<file path="src/rtl/uart_tx_fifo.sv">
// UART transmitter with a transmit FIFO in front of it.
// Words written into the FIFO are framed as start, data (LSB first), optional parity and stop bits.
// Back-to-back frames are sent with no idle gap while the FIFO holds data.
module uart_tx_fifo #(
  parameter int unsigned BAUD_DIV   = 434,
  parameter int unsigned DATA_BITS  = 8,
  parameter int unsigned PARITY     = 0,
  parameter int unsigned STOP_BITS  = 1,
  parameter int unsigned FIFO_DEPTH = 16
) (
  input  logic                          clk,
  input  logic                          rst,
  input  logic [DATA_BITS-1:0]          wr_data,
  input  logic                          wr_en,
  output logic                          full,
  output logic                          empty,
  output logic [$clog2(FIFO_DEPTH):0]   count,
  output logic                          overflow,
  output logic                          tx,
  output logic                          tx_busy
);

  localparam int unsigned AddrW  = $clog2(FIFO_DEPTH);
  localparam int unsigned TimerW = $clog2(BAUD_DIV);
  // Wide enough to index up to 9 data bits or 2 stop bits.
  localparam int unsigned BitW   = 4;

  localparam logic [AddrW:0]    FullCnt  = (AddrW+1)'(FIFO_DEPTH);
  localparam logic [TimerW-1:0] BitLast  = TimerW'(BAUD_DIV - 1);
  localparam logic [BitW-1:0]   DataLast = BitW'(DATA_BITS - 1);
  localparam logic [BitW-1:0]   StopLast = BitW'(STOP_BITS - 1);
  localparam logic              OddPar   = (PARITY == 2);
  localparam logic              HasPar   = (PARITY != 0);

  typedef enum logic [2:0] {
    StIdle,
    StStart,
    StData,
    StParity,
    StStop
  } state_e;

  // FIFO storage and bookkeeping
  logic [DATA_BITS-1:0] mem [FIFO_DEPTH];
  logic [AddrW-1:0]     wr_ptr_q, rd_ptr_q;
  logic [AddrW:0]       count_q, count_d;
  logic                 overflow_q;
  logic                 push, pop;
  logic [DATA_BITS-1:0] head;

  // Transmitter state
  state_e               state_q, state_d;
  logic [TimerW-1:0]    timer_q, timer_d;
  logic [BitW-1:0]      bit_q, bit_d;
  logic [DATA_BITS-1:0] shift_q, shift_d;
  logic                 parity_q, parity_d;
  logic                 tx_q, tx_d;
  logic                 bit_done;

  assign full     = (count_q == FullCnt);
  assign empty    = (count_q == '0);
  assign count    = count_q;
  assign overflow = overflow_q;
  assign tx       = tx_q;
  assign tx_busy  = (state_q != StIdle);

  // A write while full only fits if the transmitter frees a slot on the same edge.
  assign push = wr_en && (!full || pop);
  assign head = mem[rd_ptr_q];

  // Occupancy next state from the push/pop pair
  always_comb begin
    count_d = count_q;
    case ({push, pop})
      2'b10:   count_d = count_q + 1'b1;
      2'b01:   count_d = count_q - 1'b1;
      default: count_d = count_q;
    endcase
  end

  // FIFO storage write port; contents need no reset
  always_ff @(posedge clk) begin
    if (push) begin
      mem[wr_ptr_q] <= wr_data;
    end
  end

  // FIFO pointers, occupancy and overflow pulse
  always_ff @(posedge clk or posedge rst) begin
    if (rst) begin
      wr_ptr_q   <= '0;
      rd_ptr_q   <= '0;
      count_q    <= '0;
      overflow_q <= 1'b0;
    end else begin
      if (push) wr_ptr_q <= wr_ptr_q + 1'b1;
      if (pop)  rd_ptr_q <= rd_ptr_q + 1'b1;
      count_q    <= count_d;
      overflow_q <= wr_en && !push;
    end
  end

  assign bit_done = (timer_q == BitLast);

  // Frame sequencing: next state, bit timing, serial output and FIFO pop
  always_comb begin
    state_d  = state_q;
    timer_d  = timer_q + 1'b1;
    bit_d    = bit_q;
    shift_d  = shift_q;
    parity_d = parity_q;
    tx_d     = tx_q;
    pop      = 1'b0;

    unique case (state_q)
      StIdle: begin
        timer_d = '0;
        tx_d    = 1'b1;
        if (!empty) pop = 1'b1;
      end
      StStart: begin
        if (bit_done) begin
          state_d = StData;
          timer_d = '0;
          bit_d   = '0;
          tx_d    = shift_q[0];
        end
      end
      StData: begin
        if (bit_done) begin
          timer_d = '0;
          if (bit_q == DataLast) begin
            bit_d = '0;
            if (HasPar) begin
              state_d = StParity;
              tx_d    = parity_q;
            end else begin
              state_d = StStop;
              tx_d    = 1'b1;
            end
          end else begin
            bit_d   = bit_q + 1'b1;
            shift_d = shift_q >> 1;
            tx_d    = shift_q[1];
          end
        end
      end
      StParity: begin
        if (bit_done) begin
          state_d = StStop;
          timer_d = '0;
          bit_d   = '0;
          tx_d    = 1'b1;
        end
      end
      StStop: begin
        if (bit_done) begin
          timer_d = '0;
          if (bit_q == StopLast) begin
            bit_d = '0;
            if (!empty) begin
              pop = 1'b1;
            end else begin
              state_d = StIdle;
              tx_d    = 1'b1;
            end
          end else begin
            bit_d = bit_q + 1'b1;
          end
        end
      end
      default: begin
        state_d = StIdle;
        tx_d    = 1'b1;
      end
    endcase

    // Popping loads the local shift register and starts a fresh frame with the timer cleared.
    if (pop) begin
      state_d  = StStart;
      timer_d  = '0;
      bit_d    = '0;
      tx_d     = 1'b0;
      shift_d  = head;
      parity_d = (^head) ^ OddPar;
    end
  end

  // Transmitter state registers; tx idles high
  always_ff @(posedge clk or posedge rst) begin
    if (rst) begin
      state_q  <= StIdle;
      timer_q  <= '0;
      bit_q    <= '0;
      shift_q  <= '0;
      parity_q <= 1'b0;
      tx_q     <= 1'b1;
    end else begin
      state_q  <= state_d;
      timer_q  <= timer_d;
      bit_q    <= bit_d;
      shift_q  <= shift_d;
      parity_q <= parity_d;
      tx_q     <= tx_d;
    end
  end

endmodule

</file>
<file path="config.mk">
export PLATFORM = sky130hd
export DESIGN_NAME = uart_tx_fifo
export DESIGN_NICKNAME = d
export VERILOG_FILES = /design/src/rtl/uart_tx_fifo.sv
export SDC_FILE = /design/constraint.sdc
export NUM_CORES = 1
export LEC_CHECK = 0
export ABC_CLOCK_PERIOD_IN_PS = 3250
export CAP_MARGIN = 25
export CORE_MARGIN = 3
export CORE_UTILIZATION = 60
export CTS_CLUSTER_DIAMETER = 60
export DETAILED_ROUTE_END_ITERATION = 16
export PLACE_DENSITY = 0.78
export SETUP_SLACK_MARGIN = 0.5
export SLEW_MARGIN = 5
export SYNTH_ARGS = -nofsm -noshare
export SYNTH_HDL_FRONTEND = slang
export SYNTH_SLANG_ARGS = --single-unit
</file>
<file path="constraint.sdc">
create_clock -name clk -period 3.25 [get_ports clk]
set_clock_uncertainty 0.15 [all_clocks]
set_input_delay 0.325 -clock clk [delete_from_list [all_inputs] [get_ports clk]]
set_output_delay 0.325 -clock clk [all_outputs]
set_load 0.005 [all_outputs]
</file>
Word level (Yosys, flattened, before mapping)
Memories as Yosys holds them, arrays and structs flattened.
Cells that the tools add are included.
{ "word_totals": {"regBits": 39, "latch_bits": 0, "mem_bits_rw": 128, "mem_bits_ro": 0, "input_bits": 11, "output_inout_bits": 10, "word_cells": 93, "n_memories": 1} }
{ "op_classes": {"addsub": 6, "mul": 0, "n_div": 0, "n_lt_le_gt_ge": 0, "n_eq_ne": 19, "n_shift": 0, "muxes": 39, "bitwise": 0, "n_reduce_logical": 19} }
{ "memory_table": {"columns": ["memory", "depth", "word_bits", "read_ports", "rd_ports_with_merged_regs", "wr", "line", "rtl"], "rows": [
  ["mem", 16, 8, 1, 0, 1, "44", "logic [DATA_BITS-1:0] mem [FIFO_DEPTH];"]
]} }
{ "op_table": {"columns": ["op", "n"], "rows": [
  ["two-way mux 8 bit", 4],
  ["two-way mux 3 bit", 8],
  ["two-way mux 4 bit", 6],
  ["inequality test 3 bit, second input constant", 7],
  ["two-way mux 9 bit", 2],
  ["case mux 9 bit (2 select lines)", 1],
  ["case mux 3 bit (5 select lines)", 1],
  ["two-way mux 1 bit", 13],
  ["adder 4 x 1 -> 4 bit, second input constant", 3],
  ["case mux 4 bit (3 select lines)", 1],
  ["case mux 5 bit (2 select lines)", 1],
  ["adder 9 x 1 -> 9 bit, second input constant", 1],
  ["equality test 9 bit, second input constant", 1],
  ["AND reduction 8 bit", 1],
  ["equality test 3 x 2 -> 1 bit, second input constant", 2],
  ["AND reduction 6 bit", 1],
  ["nonzero test 2 bit", 3],
  ["adder 5 x 1 -> 5 bit, second input constant", 1],
  ["equality test 5 bit, second input constant", 1],
  ["logical NOT 5 bit", 1],
  ["subtractor 5 x 1 -> 5 bit, second input constant", 1],
  ["equality test 4 x 3 -> 1 bit, second input constant", 1],
  ["logical NOT 4 bit", 1],
  ["inequality test 2 bit, second input constant", 2],
  ["other kinds (17)", 19]
]} }

Logic depth before layout (Yosys ltp)
{ "logic_depth": {"depth_word": 9, "ltp_mapped": 12, "mapped_depth_nobuf": 11} }

Least setup slack after synthesis
OpenSTA, ideal clock, no wires.
{ "synth_path": {"path_kind": "register to register", "from": "register bit_q[0]", "to": "memory mem[0][0] (enable)", "setup_time_ns": 0.383, "t_arrival_ns": 2.136, "required_ns": 2.717, "slack_ns": 0.581, "path_stages_with_launch": 9, "path_buffers": 1, "synth_period_minus_slack_ns": 2.669, "path_cell_list": "dfrtp_1 inv_1 ha_1 nor3b_2 nand4_1 a41oi_2 buf_2 nand2_1 nor3_1"} }
{ "synth_via": {"elab_chain_cells": 8} }
{ "synth_lines": {"columns": ["item", "line", "rtl"], "rows": [
  ["from (decl)", "54", "logic [BitW-1:0] bit_q, bit_d;"],
  ["from (signal assigned)", "201", "bit_q <= bit_d;"],
  ["logical NOT 4 bit", "159", "if (bit_q == StopLast) begin"],
  ["two-way mux 1 bit", "159", null],
  ["two-way mux 1 bit", "157", "if (bit_done) begin"],
  ["case mux 1 bit (2 select lines)", "115", "unique case (state_q)"],
  ["logical OR 1 bit", "68", "assign push = wr_en && (!full || pop);"],
  ["logical AND 1 bit", "68", null],
  ["two-way mux 1 bit", "83", "if (push) begin"],
  ["two-way mux 1 bit (implied by the code)", "84", "mem[wr_ptr_q] <= wr_data;"],
  ["to (decl)", "44", null]
]} }
No other way between the ends.

Final worst setup path
{ "layout_path": {"from": "register bit_q[0]", "to": "register count_q[4] (netlist: count[4])"} }
{ "layout_via": {"elab_chain_cells": 8, "elab_cells_between_ends": 10, "classes_between": "eq/ne (2); mux (4); reduce/logical (4)"} }
{ "layout_lines": {"columns": ["item", "line", "rtl"], "rows": [
  ["logical NOT 4 bit (*)", "159", null],
  ["two-way mux 1 bit (*)", "159", null],
  ["two-way mux 1 bit (*)", "157", null],
  ["case mux 1 bit (2 select lines) (*)", "115", null],
  ["logical OR 1 bit", "68", null],
  ["logical AND 1 bit", "68", null],
  ["equality test 2 x 1 -> 1 bit or equality test 2 bit (tied branches)", "74", "case ({push, pop})"],
  ["case mux 5 bit (2 select lines) or nonzero test 2 bit (tied branches)", null, null],
  ["to (signal assigned)", "98", "count_q <= count_d;"],
  ["to (decl)", "46", "logic [AddrW:0] count_q, count_d;"]
]} }
Mark *: on every way between the ends. The rest lies on a longest branch, timed or not.
A chain may end at the register's enable or synchronous reset.

==> qor.yml <==
run_status:
  status: "finished clean"
setup_path:
  end_kind: "flip-flop"
  reg2reg_slack_ns: 0.56
  path_max_fanout: 4
  arrival_ns: 2.88
  start_kind: "flip-flop"
  criticalPathCategory: "reg2reg"
  r2r_start: "bit_q[0]$_DFFE_PP0P_"
  timing.rr.end: "count[4]$_DFFE_PP0P_"
  crit_required_ns: 3.45
  rr_worst_depth: 11
placement:
  post-place-ws_ns: 0.4452
  dp_hpwl_um: 8590
  port_buffers: 20
  post-place-cells: 592
  dpl_cell_area_sq_um: 7546
  gp_congestion: 0.8391
yosys:
  synth_fp_nets: 454
  netlist_instances: 430
  yosys_warnings: 0
  synth_edf_count: 128
  avgSynthCellArea_sq_um: 16.63
  yosysSeqAreaShare_pct: 67.41
  yosys.area.top_type_share_pct: 53.74
  synth_largest_area_cell: "edfxtp_1"
  ys_seq_elements: 167
  yosysUniqueCellTypes: 61
  syn-cell-area_sq_um: 7152
  synth.area.top_cells: "edfxtp_1, dfrtp_1, mux4_2"
  synth_flop_cell: "edfxtp_1"
  synthArstFlopShare_pct: 23.35
finish:
  nNetsFinal: 499
  fin_cells: 631
  fin_area_sq_um: 8287
  n_antenna_cell: 0
  syn_to_final_growth_pct: 15.87
  layout_common_cells: "edfxtp_1, dfrtp_1, buf_4, mux4_2, nand2_1"
  final_common_cell: "edfxtp_1"
  layout-drive-gt1-share_pct: 22.95
  nFillCells: 719
timing:
  setup_viol: 0
  finalHoldViolCount: 0
  relSlewSlack_pct: 48.92
  layout_setup_ws_ns: 0.5645
  timing.hold.ws_ns: 0.3170
  tightest_slew_ns: 0.7662
  timing.final.crit_share_pct: 82.63
  fin_crit_ns: 2.685
  max_freq_ghz: 0.3724
  rsz0062_at_grt: "yes"
  fin_tns_setup_ns: 0
  slew_violations: 0
route:
  drcViolationCount: 0
  ant_nets: 0
  first_pass_iters: 5
  vias: 3892
  first_iter_violations: 349
  wl_per_cell_um: 21.55
  drt_wl_total_um: 13600
  avgViaCountPerCell: 6.168
min_path:
  holdPathStages: 2
  whs_endpoint: "tx$_DFFE_PP1P_"
  hold_class: "reg2reg"
  min-delay-start: "tx$_DFFE_PP1P_"
floorplan:
  design.core.area_sq_um: 11520
  start_util_pct: 62.10
  die_area_sq_um: 13270
  die_w_um: 115.2
  pin_count: 21
  die_height_um: 115.2
  rows: 39
clock_network:
  h-tree-depth: 4
  clock_latency_ns: 0.43
  cts_buffers: 17
  cts_tree: "built"
  clk_pin_slew_ns: 0.06
  clock_sink_count: 167
  max-clock-path-buffers: 2
  root_buffer: "clkbuf_16"
global_routing:
  antenna_found_initial: 0
  grt_pass1_vias: 3971
  overflow: 0
  grt_pass1_wl_um: 21580
  track_usage_pct: 22.43
  grt_max_degree: 35
power_and_ir_drop:
  powerDensity_nw_per_um2: 795.7
  peakVddDrop_mv: 0.5950
  p_leak_uw: 0.002978
job:
  drv_cap: 0
-- Yosys cell counts, types with 2 or more instances --
library cell and instances:
a211oi_1 13, a211oi_2 2, a21o_1 2, a21oi_1 6, a221o_1 7, a22o_1 2
a31oi_1 2, and3_1 9, buf_2 6, buf_4 2, buf_6 3, clkbuf_1 7
dfrtp_1 38, edfxtp_1 128, ha_1 12, inv_1 17, mux2_2 2, mux2i_1 11
mux4_1 8, mux4_2 24, nand2_1 22, nand3_1 9, nand4_1 3, nor2_1 20
nor2b_1 10, nor3_1 5, nor3b_1 2, o211ai_1 2, o21ai_0 10, xnor2_1 12
xor2_1 4
-- layout make-up --
type                            count  area (sq um)  area share [%]
Inverter                           17         66.31          0.8002
Multi-Input combinational cell    225          2201           26.56
Timing Repair Buffer               47         405.4           4.892
Clock inverter                     12         166.4           2.008
Clock buffer                       20         446.7           5.390
Sequential cell                   167          4822           58.19
Tap cell                          143         178.9           2.159
-- cells by family (layout without fill, tap and decap cells) --
logic type,count (synthesis),after routing,share of synthesized area [%]
mux,45,45,12.35
xor+xnor,16,16,1.959
compound gates,57,57,6.001
buf+inv,38,96,2.799
simple gates,93,93,6.963
flops,167,167,67.41
fa+ha+maj,14,14,2.519
-- timing repair --
item / 4_1_cts / 5_1_grt
hold buffers: 1 / 0
buffers inserted: 3 / 3
pin swaps: 1 / 5
gates resized for setup: 4 / 15
setup endpoints to repair: 3 / 43
hold endpoints to repair: 5 / 0
-- power breakdown --
group          total (uW)  switching [uW]  internal [uW]
sequential           2950             315           2630
clock                2070             819           1250
combinational        1580             725            852
total                6590            1860           4730
-- worst max path at each step --
stage / end / slack (ns) / cells past startpoint / start
after floorplan: mem[0][0]$_DFFE_PP_ / 0.58 / 8 / bit_q[0]$_DFFE_PP0P_
after global placement: count[4]$_DFFE_PP0P_ / 0.54 / 11 / timer_q[1]$_DFF_PP0_
after detailed placement: count[4]$_DFFE_PP0P_ / 0.45 / 11 / bit_q[0]$_DFFE_PP0P_
after CTS: count[4]$_DFFE_PP0P_ / 0.50 / 9 / count[2]$_DFFE_PP0P_
after global routing: count[4]$_DFFE_PP0P_ / 0.43 / 11 / bit_q[0]$_DFFE_PP0P_
final: count[4]$_DFFE_PP0P_ / 0.56 / 11 / bit_q[0]$_DFFE_PP0P_
-- per-layer routing --
metal  GRT usage, %  up-vias  wire, um
met4          8.685        0       332
met2          36.84      119      7068
met3          6.211       28       734
met1          28.77     1976      5460
met5              0        -         0
li1               -     1769         -
-- critical path: stages, from the launching register on --
cell and delay, ns:
dfrtp_1 0.40, inv_2 0.10, ha_4 0.13, nor3b_4 0.23
a31oi_4 0.13, or3_4 0.44, fa_1 0.45, inv_1 0.08
a21o_1 0.12, a21oi_2 0.06, mux2i_1 0.18, xnor2_1 0.13
-- state kept, by name, indices dropped and copies added (netlist names) --
register / count
timer_q: 9
count: 5
tx: 1
rd_ptr_q: 4
mem: 128
bit_q: 4
shift_q: 8
overflow: 1
wr_ptr_q: 4
state_q: 3
-- per-stage QoR --
| stage | util [%] | power, uW |
|---|---|---|
| 2_1_floorplan | - | 4042 |
| 3_3_place_gp | 65.53 | 4440 |
| 3_5_place_dp | 65.53 | 4503 |
| 4_1_cts | 71.31 | 6590 |
| 5_1_grt | 71.96 | 6887 |
| 6_report | 71.96 | 6594 |
Power figures use the tool's default switching activity.
